## src/rtl/pipe_ctrl_pkg.sv

```systemverilog
// Shared encodings, defaults and width helpers for the pipeline hazard controller.
package pipe_ctrl_pkg;

  // Controller states (kept as plain constants for legacy tooling)
  localparam logic [0:0] PCTRL_RUN  = 1'b0;
  localparam logic [0:0] PCTRL_HOLD = 1'b1;

  // Default pipeline depth and watchdog limit
  localparam int PCTRL_STAGES  = 5;
  localparam int PCTRL_TIMEOUT = 15;

  // clog2 that never returns zero, so every derived bus is at least 1 bit wide
  function automatic int clog2_min1(input int v);
    return (v <= 2) ? 1 : $clog2(v);
  endfunction

endpackage

```

## src/rtl/pipe_ctrl_prio_enc.sv

```systemverilog
// Highest-set-bit priority encoder: index of the oldest requesting stage.
module prio_enc
  import pipe_ctrl_pkg::*;
#(
  parameter int N = 5,
  parameter int W = clog2_min1(N)
) (
  input  logic [N-1:0] req_i,
  output logic [W-1:0] idx_o,
  output logic         vld_o
);

  // Later (higher) indices overwrite earlier ones, so the highest set bit wins
  always_comb begin
    idx_o = '0;
    vld_o = 1'b0;
    for (int i = 0; i < N; i++) begin
      if (req_i[i]) begin
        idx_o = W'(i);
        vld_o = 1'b1;
      end
    end
  end

endmodule

```

## src/rtl/pipe_ctrl.sv

```systemverilog
// Pipeline hazard controller: per-stage stall/bubble masks, latched load-use
// HOLD released by unpause, flush-vs-pause priority and a HOLD watchdog.
module pipe_ctrl
  import pipe_ctrl_pkg::*;
#(
  parameter int STAGES  = PCTRL_STAGES,
  parameter int TIMEOUT = PCTRL_TIMEOUT,
  parameter int IW      = clog2_min1(STAGES),
  parameter int CW      = clog2_min1(TIMEOUT + 1)
) (
  input  logic              clk,
  input  logic              rst,
  input  logic [STAGES-1:0] pause_req,
  input  logic              unpause,
  input  logic [STAGES-1:0] flush_req,
  output logic [STAGES-1:0] stall,
  output logic [STAGES-1:0] bubble,
  output logic              paused,
  output logic [IW-1:0]     hold_stage,
  output logic              timeout_err
);

  logic [0:0]    state_q, state_d;
  logic [IW-1:0] h_q, h_d;
  logic [CW-1:0] cnt_q, cnt_d;
  logic          err_q, err_d;

  logic [IW-1:0] p_idx, f_idx;
  logic          p_vld, f_vld;

  prio_enc #(.N(STAGES), .W(IW)) u_pause_enc (
    .req_i (pause_req),
    .idx_o (p_idx),
    .vld_o (p_vld)
  );

  prio_enc #(.N(STAGES), .W(IW)) u_flush_enc (
    .req_i (flush_req),
    .idx_o (f_idx),
    .vld_o (f_vld)
  );

  logic in_hold, cancel, wd_fire, release_c, evaluate;
  logic take_pause, take_flush, keep_hold;
  logic mask_stall, mask_flush;
  logic [IW-1:0] mask_idx;

  // Decode this cycle's action. An older flush cancels a hold outright (even
  // over unpause/watchdog); a release re-evaluates the inputs exactly as RUN.
  always_comb begin
    in_hold    = (state_q == PCTRL_HOLD);
    cancel     = in_hold && f_vld && (f_idx > h_q);
    wd_fire    = (TIMEOUT > 0) && (int'(cnt_q) == TIMEOUT);
    release_c  = in_hold && !cancel && (unpause || wd_fire);
    evaluate   = !in_hold || release_c;
    take_pause = evaluate && p_vld && (!f_vld || (p_idx >= f_idx));
    take_flush = (evaluate && !take_pause && f_vld) || cancel;
    keep_hold  = in_hold && !cancel && !release_c;
    mask_stall = !rst && (take_pause || keep_hold);
    mask_flush = !rst && take_flush;
    mask_idx   = take_pause ? p_idx : h_q;
  end

  // Per-stage masks: stall 0..idx, bubble just above the stall boundary,
  // flush bubbles everything younger than the redirecting stage.
  for (genvar g = 0; g < STAGES; g++) begin : g_mask
    assign stall[g]  = mask_stall && (int'(mask_idx) >= g);
    assign bubble[g] = rst
                    || (mask_stall && (int'(mask_idx) + 1 == g))
                    || (mask_flush && (int'(f_idx) > g));
  end

  // Next state: enter HOLD on a winning pause, count while held, otherwise RUN
  always_comb begin
    state_d = state_q;
    h_d     = h_q;
    cnt_d   = cnt_q;
    err_d   = err_q;
    if (take_pause) begin
      state_d = PCTRL_HOLD;
      h_d     = p_idx;
      cnt_d   = CW'(1);
    end else if (keep_hold) begin
      if (cnt_q != '1) cnt_d = cnt_q + 1'b1;
    end else begin
      state_d = PCTRL_RUN;
      cnt_d   = '0;
    end
    if (release_c && !unpause) err_d = 1'b1;
  end

  // State, held index, counter and sticky watchdog flag
  always_ff @(posedge clk) begin
    if (rst) begin
      state_q <= PCTRL_RUN;
      h_q     <= '0;
      cnt_q   <= '0;
      err_q   <= 1'b0;
    end else begin
      state_q <= state_d;
      h_q     <= h_d;
      cnt_q   <= cnt_d;
      err_q   <= err_d;
    end
  end

  assign paused      = in_hold && !rst;
  assign hold_stage  = h_q;
  assign timeout_err = err_q;

endmodule

```

## config.mk

```make
export PLATFORM = sky130hd
export DESIGN_NAME = pipe_ctrl
export DESIGN_NICKNAME = d
export VERILOG_FILES = /design/src/rtl/pipe_ctrl_pkg.sv /design/src/rtl/pipe_ctrl_prio_enc.sv /design/src/rtl/pipe_ctrl.sv
export SDC_FILE = /design/constraint.sdc
export NUM_CORES = 1
export LEC_CHECK = 0
export ABC_AREA = 0
export BUFFER_PORTS_ARGS = -buffer_cell sky130_fd_sc_hd__buf_2
export CORE_AREA = 2 2 54 56
export DETAILED_ROUTE_END_ITERATION = 7
export DIE_AREA = 0 0 56 58
export SYNTH_ARGS = -nofsm -noshare
export SYNTH_HDL_FRONTEND = slang
export SYNTH_SLANG_ARGS = --single-unit
```

## constraint.sdc

```tcl
create_clock -name clk -period 8.3 [get_ports clk]
set_input_delay 0.415 -clock clk [delete_from_list [all_inputs] [get_ports clk]]
set_output_delay 0.415 -clock clk [all_outputs]
set_load 0.02 [all_outputs]
```

; ---- Word level (Yosys, flattened, before mapping)
; Cells that the tools add are included.
[totals]
ff_bits = 9
latchBits = 0
ram_bits = 0
rom_bits = 0
wordCells = 102
n_memories = 0
[op_classes]
add_sub_neg = 2
n_mul = 0
div_mod_pow = 0
order_cmp = 11
n_eq_ne = 8
shift = 0
muxes = 24
bitwise = 1
reduce_logical = 51
[ops]
columns = operator, count
row1 = $eq 32x3->1 const B, 2
row2 = $eq 32x2->1 const B, 1
row3 = $logic_not 32->1, 1
row4 = $logic_and 1x1->1, 27
row5 = $mux 1, 17
row6 = $logic_or 1x1->1, 15
row7 = $mux 3, 3
row8 = $mux 2, 4
row9 = $logic_not 1->1, 7
row10 = $ge 3x2->1 const B, 2
row11 = $gt 3x1->1 const B, 2
row12 = $gt 3x2->1 const B, 2
row13 = $add 3x1->4 const B, 1
row14 = $add 4x1->4 const B, 1
row15 = $eq 4x1->1 const B, 1
row16 = $eq 4x3->1 const B, 1
row17 = $ne 4x4->1 const B, 1
row18 = $ge 3x1->1 const B, 1
row19 = $ge 3x3->1, 1
row20 = $ge 3x3->1 const B, 1
row21 = $gt 3x3->1, 1
row22 = $gt 3x3->1 const B, 1
row23 = $ne 3x2->1 const B, 1
row24 = $reduce_or 3->1, 1
row25 = other kinds (2), 2

; ---- Longest topological paths before layout
; Gate-level depths: netlist (run 1).
[logic_depth]
depth_word = 20
mapped_depth = 15
depth_no_buf = 14

; ---- Hierarchy
; A second synthesis (run 1) with hierarchy kept.
[hier_totals]
hier_cells = 117
hier_area_um2 = 903.4
[by_module_without_submodules]
columns = mod, instances, cells_each, area_per_inst_um2
row1 = pipe_ctrl, 1, 101, 818.3
row2 = prio_enc, 2, 8, 42.5

; ---- Worst setup path after synthesis (run 1)
; No wires, ideal clock.
[synth_timing]
path_type = reg2out
startpoint = reg h_q[1], in the netlist hold_stage[1]
endpoint = out bubble[1]
arrival_ps = 3263
slack_ps = 4622
path_stages_with_launch = 14
path_cell_list = dfxtp_1 -> clkbuf_1 -> inv_1 -> ha_1 -> nor2b_1 -> nor3_1 -> nor3_1 -> nor4_4 -> buf_6 -> mux2_2 -> ha_1 -> nor2_1 -> a311o_1 -> a21o_1
[synth_between]
elab_chain_cells = 15
[synth_lines]
columns = element, line
row1 = start: declaration, pipe_ctrl.sv:24  ; logic [IW-1:0] h_q, h_d;
row2 = start signal: assignment, pipe_ctrl.sv:96  ; h_q <= '0;
row3 = start signal: assignment, pipe_ctrl.sv:101  ; h_q <= h_d;
row4 = "parallel branches: the longest is 14 deep, another holds $add 3x1->4", n/a
row5 = $logic_or 1x1->1 (*), pipe_ctrl.sv:70  ; || (mask_flush && (int'(f_idx) > g));
row6 = end: declaration, pipe_ctrl.sv:17  ; output logic [STAGES-1:0] bubble,
; Every way passes the cells marked *.

; ---- Worst setup path in the final report (run 1)
; Ends and elaborated chain as after synthesis.

==> results by group, run 1 <==
Outcome
  – Status: finished, final reports clean

Pwr
  – Net Sw Frac: 39.7%
  – Logic pwr share: 46.3%
  – P_sw: 0.0608 mW
  – Pwr/cell area: 148 nW/µm²
  – Leak Pwr: approximately 0.5 nW
  – Part of the power in registers: 32.6%
  – Clock power frac: 21.2%
  – Int Power: 0.0923 mW
  – Maximum vdd ir drop: 89.9 µV

Setup path
  – Critical setup path kind: reg -> out
  – Maximum net fanout on the critical path: 14
  – Crit start category: flop
  – CP Data Required Time: 7.89 ns
  – Crit. End Element: output pin
  – WP data arrival: 3.86 ns

Clock network
  – CTS tree: done
  – Hold-fix buffers, CTS: 0
  – Reg clk slew, reported paths: 0.06 ns
  – Clock latency on the worst-skew pair: 0.25 ns
  – CTS resizes: 0
  – Clk root buf: clkbuf_4
  – Clock tree buffer depth: 2
  – H-Tree Depth: 1
  – Num CTS Buffers: 3
  – Post-CTS Setup Inserts: 0
  – Sink Count: 9

Synthesis
  – Count of warnings emitted by yosys: 0
  – Ys async rst share: 0%
  – Synth cell types: 38
  – Main synth FF type: dfxtp_1
  – Post-synth EDFFs: 0
  – Post-synth top area share: 20.9%
  – FF+latch count, synth: 9
  – Cell with the most instances after synthesis: nor2_1
  – Most common library cells after synthesis: nor2_1 (19), inv_1 (12), dfxtp_1 (9), ha_1 (8)
  – Top cell type by total area after synthesis: dfxtp_1
  – Synth top area cells: dfxtp_1 (21%), ha_1 (12%), nor2_1 (8.3%)
  – Average size of a mapped cell: 7.62 µm²
  – Synth Net Count: between 100 and 150
  – Register area share after synthesis: between 20% and 30%
  – Gate Count Post-Synth: 113
  – Post-Syn Area: 861 µm²

Final layout
  – Final #Nets: between 150 and 200
  – Post-layout util: about two fifths
  – Multi-input logic area: just over 600 µm²
  – Share of cells above drive strength 1: 27.9%
  – Fillcell total: 294
  – Final Cell Area: 1030 µm²
  – Antenna diodes: 0
  – Area growth from synthesis to layout: 20.2%
  – FF/Latch Area: approximately 180 µm²

Floorplanning
  – DIE WIDTH: 56 µm
  – Starting density of the core: 32.3%
  – Io pins: 28
  – Die Area: 3250 µm²
  – Die H: about 58 µm
  – Core box area: 2660 µm²
  – Row Count: 19

Route
  – Final WL: around 2.1 mm
  – Drt first pass iters: 4
  – Routed wire per std cell: 12.4 µm
  – Vias: 910
  – Vias per std cell: approximately 5.3
  – DRT iter0 DRCs: 16
  – Final ANT Viol Nets: 0
  – # DRC: 0

STA
  – Final hold violation count: 0
  – Worst-margin pin slew: around 0.9 ns
  – Layout Skew: 0.00104 ns
  – Worst slew margin: 40.6%
  – Fin Hold WS: 0.475 ns
  – Final Max Slew Viols: 0
  – Final setup fails: 0
  – Fin crit share: 51.5%
  – Clock period minus worst slack: between 4 and 5 ns
  – Setup TNS: 0 ns
  – RSZ-0062 raised after global routing: no
  – Max Fclk: 234 MHz
  – Setup WS post-layout: 4.02 ns

Placed design
  – Gp weighted congestion: approximately 0.78
  – Dpl hpwl: 1.77 mm
  – Port bufs: 27
  – Placed instance area: 1010 µm²
  – Pre-CTS setup slack: 4.03 ns

Worst hold path
  – Worst hold path class: reg -> reg

Global route
  – Largest net degree at the start of global routing: 16
  – First-pass GRT wire length: about 3.5 mm
  – Vias in the first global route: about 860
  – Remaining global-route overflow: 0
  – Initial antenna violation count: 0
  – GR Util All Layers: a little over an eighth

Run
  – Max Cap Viol: 0
-- per-layer routing --
layer,part of all wire [%],up-vias,wire length [µm],track usage [%]
met5,0,-,0,0
met4,0.75,0,16,5.10
met3,3.7,2,79,0.893
met2,49,19,1050,24.7
met1,46,428,977,16.3
li1,-,461,-,-
-- worst max-delay path, stage by stage (launching register included) --
cell	delay, ns
dfxtp_1	0.49
inv_1	0.11
ha_1	0.31
nor2b_1	0.13
nor3_1	0.23
nor3_1	0.17
nor4_4	0.64
mux2_2	0.41
ha_1	0.35
nor2_1	0.09
a311o_1	0.37
a21o_1	0.15
buf_2	0.15
-- state kept, by name (all words and copies together), names as in the netlist --
name	count
cnt_q	4
hold_stage	3
timeout_err	1
in_hold	1
-- final timing paths --
check | startpoint | endpoint | slack (ns) | cells past startpoint
max reg2reg | hold_stage[1]$_SDFF_PP0_ | hold_stage[2]$_SDFF_PP0_ | 5.64 | 8
min | timeout_err$_SDFFE_PP0P_ | timeout_err$_SDFFE_PP0P_ | 0.47 | 2
max | hold_stage[1]$_SDFF_PP0_ | bubble[1] | 4.02 | 12
min reg2reg | timeout_err$_SDFFE_PP0P_ | timeout_err$_SDFFE_PP0P_ | 0.47 | 2
-- stage by stage --
| step | std cells | total power, mW |
|---|---|---|
| after floorplan | 113 | 0.104 |
| after global placement | 167 | 0.120 |
| after detailed placement | 167 | 0.122 |
| after CTS | 171 | 0.156 |
| after global routing | 171 | 0.165 |
| final | 171 | 0.153 |
-- area by class of cell --
cell class	count	area share [%]
multi-input combinational	88	58.9
sequential	9	17.4
timing repair buffer	27	13.1
inverter	12	4.35
tap	31	3.75
clock buffer	4	2.54
-- power groups by stage --
stage | logic [mW] | registers (mW) | clock network (mW)
after detailed placement | 0.0710 | 0.0507 | 0
after global placement | 0.0691 | 0.0507 | 0
final | 0.0709 | 0.0498 | 0.0324
after CTS | 0.0712 | 0.0497 | 0.0349
after floorplan | 0.0534 | 0.0509 | 0
after global routing | 0.0787 | 0.0503 | 0.0361
-- kinds of logic (layout without fill, tap and decap cells) --
group | after synthesis | count (layout) | share of synthesized area [%]
AO/OA/AOI/OAI | 23 | 23 | 20.8
adder cells (fa/ha/maj) | 8 | 8 | 11.6
buffers and inverters | 16 | 43 | 8.29
flip-flops | 9 | 9 | 20.9
multiplexers | 5 | 5 | 5.96
AND/OR/NAND/NOR | 52 | 52 | 32.4
-- placed cells by master (no fill, tap or decap), types with 3 or more instances in the layout --
| cell type | n |
|---|---|
| a21o_1 | 3 |
| buf_2 | 27 |
| clkbuf_4 | 3 |
| dfxtp_1 | 9 |
| ha_1 | 8 |
| inv_1 | 12 |
| mux2i_1 | 4 |
| nand2_1 | 5 |
| nand3_1 | 5 |
| nor2_1 | 19 |
| nor2b_1 | 3 |
| nor3_1 | 5 |
| nor4_1 | 3 |
| o21ai_0 | 5 |
Power figures use the tool's default switching activity.
==> inputs of run 2 (changes only) <==
==> constraint.sdc (replaced) <==
create_clock -name clk -period 4.2 [get_ports clk]
set_input_delay 0.21 -clock clk [delete_from_list [all_inputs] [get_ports clk]]
set_output_delay 0.21 -clock clk [all_outputs]
set_load 0.02 [all_outputs]
==> results by group, run 2 (same netlist as run 1, synthesis figures left out) <==
STA
  – Clock period minus worst slack: 3.55 ns
  – Fin Hold WS: 0.302 ns (-0.173 ns)
  – Max Fclk: between 200 and 300 MHz
  – RSZ-0062 raised after global routing: no
  – Layout Skew: 0.00258 ns (+0.00155 ns)
  – Final setup fails: 0 (unchanged)
  – Final Max Slew Viols: 0 (unchanged)
  – Setup WS post-layout: 0.647 ns (-3.38 ns)
  – Setup TNS: 0 ns (unchanged)
  – Fin crit share: 84.6%
  – Worst-margin pin slew: 0.898 ns (+0.0144 ns)
  – Worst slew margin: 39.6% (-0.96 points)
  – Final hold violation count: 0 (unchanged)

Clock network
  – Clk root buf: clkbuf_4
  – CTS tree: done
  – Post-CTS Setup Inserts: 0 (unchanged)
  – Hold-fix buffers, CTS: 0 (unchanged)
  – Reg clk slew, reported paths: 0.06 ns (about the same)
  – CTS resizes: 0 (unchanged)
  – Clock tree buffer depth: 2 (unchanged)
  – Num CTS Buffers: 3 (unchanged)
  – H-Tree Depth: 1 (unchanged)
  – Clock latency on the worst-skew pair: 0.25 ns (about the same)
  – Sink Count: 9 (unchanged)

Final layout
  – Final Cell Area: 1050 µm² (+1.5%)
  – Fillcell total: 308 (+4.8%)
  – Antenna diodes: 0 (unchanged)
  – Most flops, register: cnt_q
  – Max reg flops: 4 (unchanged)
  – Final #Nets: 164 (+1.2%)
  – Area growth from synthesis to layout: 21.9%
  – Commonest non-fill, non-tap cell in the layout: buf_2
  – Most frequent cells in the layout: buf_2 (27), nor2_1 (19), inv_1 (12)
  – Share of cells above drive strength 1: 28.9% (+1.0 points)

Global route
  – First-pass GRT wire length: 3.58 mm (+2.4%)
  – Initial antenna violation count: 0 (unchanged)
  – Remaining global-route overflow: 0 (unchanged)
  – GR Util met2: 24.2% (-0.50 points)
  – Most used routing layer: met2
  – Vias in the first global route: 855 (-0.35%)
  – Routing usage on met1: 16.6% (+0.39 points)
  – GR Util All Layers: 13.5% (+0.18 points)
  – Largest net degree at the start of global routing: 16 (unchanged)
  – Met3 usage: 1.12% (+0.22 points)

Route
  – Vias: 903 (-0.77%)
  – DRT iter0 DRCs: 22 (+6)
  – # DRC: 0 (unchanged)
  – Final ANT Viol Nets: 0 (unchanged)
  – Vias per std cell: 5.22 (-1.9%)
  – Routed wire per std cell: 12.3 µm (-0.78%)
  – Final WL: 2.13 mm (+0.38%)
  – Drt first pass iters: 4 (unchanged)

Setup path
  – Slowest cell on the critical path: mux2_2
  – Maximum net fanout on the critical path: 6 (-8)
  – Worst Reg-to-Reg Cells: 9 (+1)
  – Family with the most delay on the worst path: simple AND/OR/NAND/NOR gates
  – Crit. End Element: output pin
  – Worst r2r src: hold_stage[1]$_SDFF_PP0_
  – Max incr delay on CP: 0.39 ns (-0.25 ns)
  – Critical path, cell by cell: inv_1 -> ha_1 -> nor2b_1 -> nor3_1 -> nor3_1 -> nor4_4 -> mux2_2 -> ha_1 -> nor2_1 -> a311o_1 -> a21o_1 -> buf_2
  – Critical setup path kind: reg -> out
  – Reg2reg end: hold_stage[1]$_SDFF_PP0_
  – Worst R2R Setup Slack: 1.95 ns (-3.69 ns)
  – Crit start category: flop
  – Buf/Inv on CP: 2 (unchanged)
  – CP Data Required Time: 3.99 ns (-3.90 ns)
  – WP data arrival: 3.34 ns (-0.52 ns)

Placed design
  – Placed instance area: 1020 µm² (+1.5%)
  – Gp weighted congestion: 0.804 (+3.7%)
  – Pre-CTS setup slack: 0.678 ns (-3.35 ns)
  – Port bufs: 27 (unchanged)
  – Dpl hpwl: 1.79 mm (+1.3%)

Floorplanning
  – Core box area: 2660 µm² (unchanged)
  – Die H: 58 µm (unchanged)
  – Io pins: 28 (unchanged)
  – DIE WIDTH: 56 µm (unchanged)
  – Die Area: 3250 µm² (unchanged)
  – Starting density of the core: 32.3% (unchanged)
  – Row Count: 19 (unchanged)

Pwr
  – Leak Pwr: 0.499 nW (+2.1%)
  – Pwr/cell area: 292 nW/µm² (+97%)
  – Maximum vdd ir drop: 153 µV (+71%)

Outcome
  – Status: finished, final reports clean

Worst hold path
  – Worst hold endpoint: cnt_q[0]$_SDFFE_PP0P_
  – Min-delay src: rst
  – Hold depth: 2 (unchanged)
  – Worst hold path class: in -> reg

Run
  – Max Cap Viol: 0 (unchanged)
[run 2: cell types whose count changed in the layout (fill, tap and decap cells not counted), sizes merged]
cell and delta:
buf +2
[run 2: report_power, final]
part	leakage (nW)	total (mW)	internal [mW]	switching, mW
clock network	0.0150	0.0646	0.0365	0.0281
registers	0.0734	0.0967	0.0910	0.00565
logic	0.411	0.145	0.0579	0.0874
[run 2: routing by layer]
layer | up-vias | wire [µm]
met5 | - | 0
met4 | 0 | 16
met3 | 2 | 76
met2 | 19 | 1040
met1 | 415 | 993
li1 | 467 | -
[run 2: cell type report]
type / count / area, µm² / area share (%)
clock buffers: 4 / 26.3 / 2.50
multi-input cells: 88 / 609 / 58.0
inverters: 12 / 45.0 / 4.29
well taps: 31 / 38.8 / 3.69
flip-flops and latches: 9 / 180 / 17.2
repair buffers: 29 / 150 / 14.3
[run 2: worst reg2reg max path, cell delays in order (launching register included)]
cell	delay, ns
dfxtp_1	0.33
inv_1	0.06
ha_1	0.30
nor2b_1	0.13
nor3_1	0.25
nor3_1	0.19
nor4_4	0.36
buf_4	0.26
mux2i_1	0.20
nor2_1	0.05
[run 2: worst max-delay path by stage]
stage | start | endpoint | slack [ns] | cells after the start
CTS | hold_stage[1]$_SDFF_PP0_ | bubble[3] | 0.63 | 12
global placement | flush_req[2] | bubble[3] | 0.73 | 15
detailed placement | flush_req[2] | bubble[3] | 0.68 | 15
finish | hold_stage[1]$_SDFF_PP0_ | bubble[3] | 0.65 | 12
floorplan | hold_stage[1]$_SDFF_PP0_ | bubble[1] | 0.73 | 13
global route | flush_req[2] | bubble[3] | 0.37 | 14
[run 2: per-stage QoR]
stage               utilization (%)  total power, mW  std cells
global route                   39.4            0.331        173
CTS                            39.4            0.311        173
global placement               38.4            0.241        169
floorplan                         -            0.206        113
detailed placement             38.4            0.244        169
finish                         39.4            0.307        173
==> inputs of run 3 (changes only) <==
==> constraint.sdc (replaced) <==
create_clock -name clk -period 3.6 [get_ports clk]
set_input_delay 0.18 -clock clk [delete_from_list [all_inputs] [get_ports clk]]
set_output_delay 0.18 -clock clk [all_outputs]
set_load 0.02 [all_outputs]
==> results by group, run 3 (same netlist as run 1, synthesis figures left out) <==
Outcome
  – Status: finished, final reports clean

Final layout
  – Antenna diodes: 0 (unchanged)
  – Fillcell total: 287 (-6.8%)
  – Multi-input logic area: 646 µm² (+6.0%)
  – Most flops, register: cnt_q
  – Final #Nets: 167 (+1.8%)
  – Post-Layout Cell Count: 176 (+1.7%)
  – Post-layout util: 41.8% (+2.3 points)
  – Area growth from synthesis to layout: 29.2%
  – FF/Latch Area: 184 µm² (+2.1%)
  – Max reg flops: 4 (unchanged)
  – Commonest non-fill, non-tap cell in the layout: buf_2
  – Most frequent cells in the layout: buf_2 (27), nor2_1 (19), inv_1 (12)
  – Share of cells above drive strength 1: 33.8% (+4.9 points)

Global route
  – GR Util All Layers: 13.6% (+0.041 points)
  – Vias in the first global route: 816 (-4.6%)
  – Initial antenna violation count: 0 (unchanged)
  – Largest net degree at the start of global routing: 16 (unchanged)
  – First-pass GRT wire length: 3.54 mm (-1.2%)
  – Remaining global-route overflow: 0 (unchanged)

STA
  – Final hold violation count: 0 (unchanged)
  – Worst slew margin: 69.9% (+30 points)
  – Fin Hold WS: 0.283 ns (-0.0188 ns)
  – Final setup fails: 0 (unchanged)
  – Fin crit share: 94.5%
  – Setup TNS: 0 ns (unchanged)
  – RSZ-0062 raised after global routing: no
  – Final Max Slew Viols: 0 (unchanged)
  – Max Fclk: 294 MHz
  – Clock period minus worst slack: 3.40 ns
  – Layout Skew: 0.00311 ns (+0.000528 ns)
  – Worst-margin pin slew: 0.446 ns (-0.452 ns)

Clock network
  – Sink Count: 9 (unchanged)
  – Hold-fix buffers, CTS: 0 (unchanged)
  – Clk root buf: clkbuf_4
  – Num CTS Buffers: 3 (unchanged)
  – H-Tree Depth: 1 (unchanged)
  – Clock tree buffer depth: 2 (unchanged)
  – Reg clk slew, reported paths: 0.06 ns (about the same)
  – Clock latency on the worst-skew pair: 0.25 ns (about the same)
  – CTS tree: done

Route
  – Vias: 914 (+1.2%)
  – # DRC: 0 (unchanged)
  – Routed wire per std cell: 12.3 µm (about the same)
  – DRT iter0 DRCs: 38 (+73%)
  – Final WL: 2.17 mm (+1.7%)
  – Drt first pass iters: 4 (unchanged)
  – Final ANT Viol Nets: 0 (unchanged)
  – Vias per std cell: 5.19 (-0.51%)

Floorplanning
  – Io pins: 28 (unchanged)
  – Row Count: 19 (unchanged)
  – DIE WIDTH: 56 µm (unchanged)
  – Starting density of the core: 32.3% (unchanged)
  – Core box area: 2660 µm² (unchanged)
  – Die H: 58 µm (unchanged)
  – Die Area: 3250 µm² (unchanged)

Pwr
  – P_sw: 0.147 mW (+21%)
  – Part of the power in registers: 29.8% (-1.7 points)
  – Maximum vdd ir drop: 161 µV (+5.1%)
  – Int Power: 0.229 mW (+23%)
  – Pwr/cell area: 338 nW/µm² (+16%)
  – Clock power frac: 20.1% (-1.0 points)
  – Logic pwr share: 50.1% (+2.7 points)
  – Leak Pwr: 0.521 nW (+4.4%)
  – Total Power: 0.376 mW (+23%)
  – Net Sw Frac: 39.2% (-0.36 points)

Setup path
  – CP Data Required Time: 3.42 ns (-0.57 ns)
  – Reg2reg end: hold_stage[0]$_SDFF_PP0_
  – Worst Reg-to-Reg Cells: 8 (-1)
  – Worst R2R Setup Slack: 1.38 ns (-0.57 ns)
  – Crit. End Element: output pin
  – Critical setup path kind: reg -> out
  – WP data arrival: 3.22 ns (-0.12 ns)
  – Crit start category: flop
  – CP endpoint: bubble[3]
  – Maximum net fanout on the critical path: 5 (-1)
  – Critical Path Start: hold_stage[2]$_SDFF_PP0_
  – Worst r2r src: hold_stage[2]$_SDFF_PP0_

Worst hold path
  – Worst hold path class: in -> reg

Run
  – Max Cap Viol: 0 (unchanged)

Placed design
  – Port bufs: 27 (unchanged)
  – Inst Count DP: 171 (+1.2%)
  – Dpl hpwl: 1.74 mm (-3.1%)
  – Gp weighted congestion: 0.829 (+3.1%)
-- run 3: stage by stage --
step / setup WS [ns] / instance area [µm²]
2_1_floorplan: 0.157 / 861
3_3_place_gp: 0.186 / 1040
3_5_place_dp: 0.163 / 1040
4_1_cts: 0.128 / 1060
5_1_grt: 0.00572 / 1110
6_report: 0.198 / 1110
-- run 3: what timing repair did --
| item | CTS | global route |
|---|---|---|
| endpoints found under the setup margin | 0 | 3 |
| setup buffers | 0 | 1 |
| resized for setup | 0 | 8 |
-- run 3: critical path: stages, from the launching register on --
cell      delay, ns
dfxtp_4        0.37
inv_1          0.07
ha_1           0.29
o211ai_1       0.36
nor3_4         0.09
nor4_4         0.42
mux2_4         0.35
ha_4           0.29
nor2_1         0.06
a311o_1        0.36
a21o_1         0.15
buf_2          0.15
-- run 3: worst min path at each step --
stage,startpoint,endpoint,slack [ns],depth (start not counted)
final,rst,timeout_err$_SDFFE_PP0P_,0.28,2
after global routing,rst,cnt_q[0]$_SDFFE_PP0P_,0.29,2
after CTS,rst,hold_stage[1]$_SDFF_PP0_,0.27,2
after detailed placement,timeout_err$_SDFFE_PP0P_,timeout_err$_SDFFE_PP0P_,0.47,2
after global placement,timeout_err$_SDFFE_PP0P_,timeout_err$_SDFFE_PP0P_,0.46,2
after floorplan,rst,cnt_q[3]$_SDFFE_PP0N_,0.27,1
-- run 3: metal layers --
layer	track usage, %	share of wire (%)
met4	7.14	1.1
met2	20.8	47
met1	19.2	48
met5	0	0
met3	0.893	4.2
-- run 3: power by group through the flow --
stage | combinational [mW] | clock, mW | sequential, mW
3_3_place_gp | 0.171 | 0 | 0.114
6_report | 0.188 | 0.0756 | 0.112
2_1_floorplan | 0.123 | 0 | 0.117
3_5_place_dp | 0.173 | 0 | 0.114
5_1_grt | 0.208 | 0.0811 | 0.113
4_1_cts | 0.173 | 0.0787 | 0.112
-- run 3: layout make-up --
class	instances	share of cell area, %
Tap cell	31	3.49
Clock buffer	4	2.36
Inverter	12	4.05
Timing Repair Buffer	32	15.5
Multi-Input combinational cell	88	58.0
Sequential cell	9	16.5
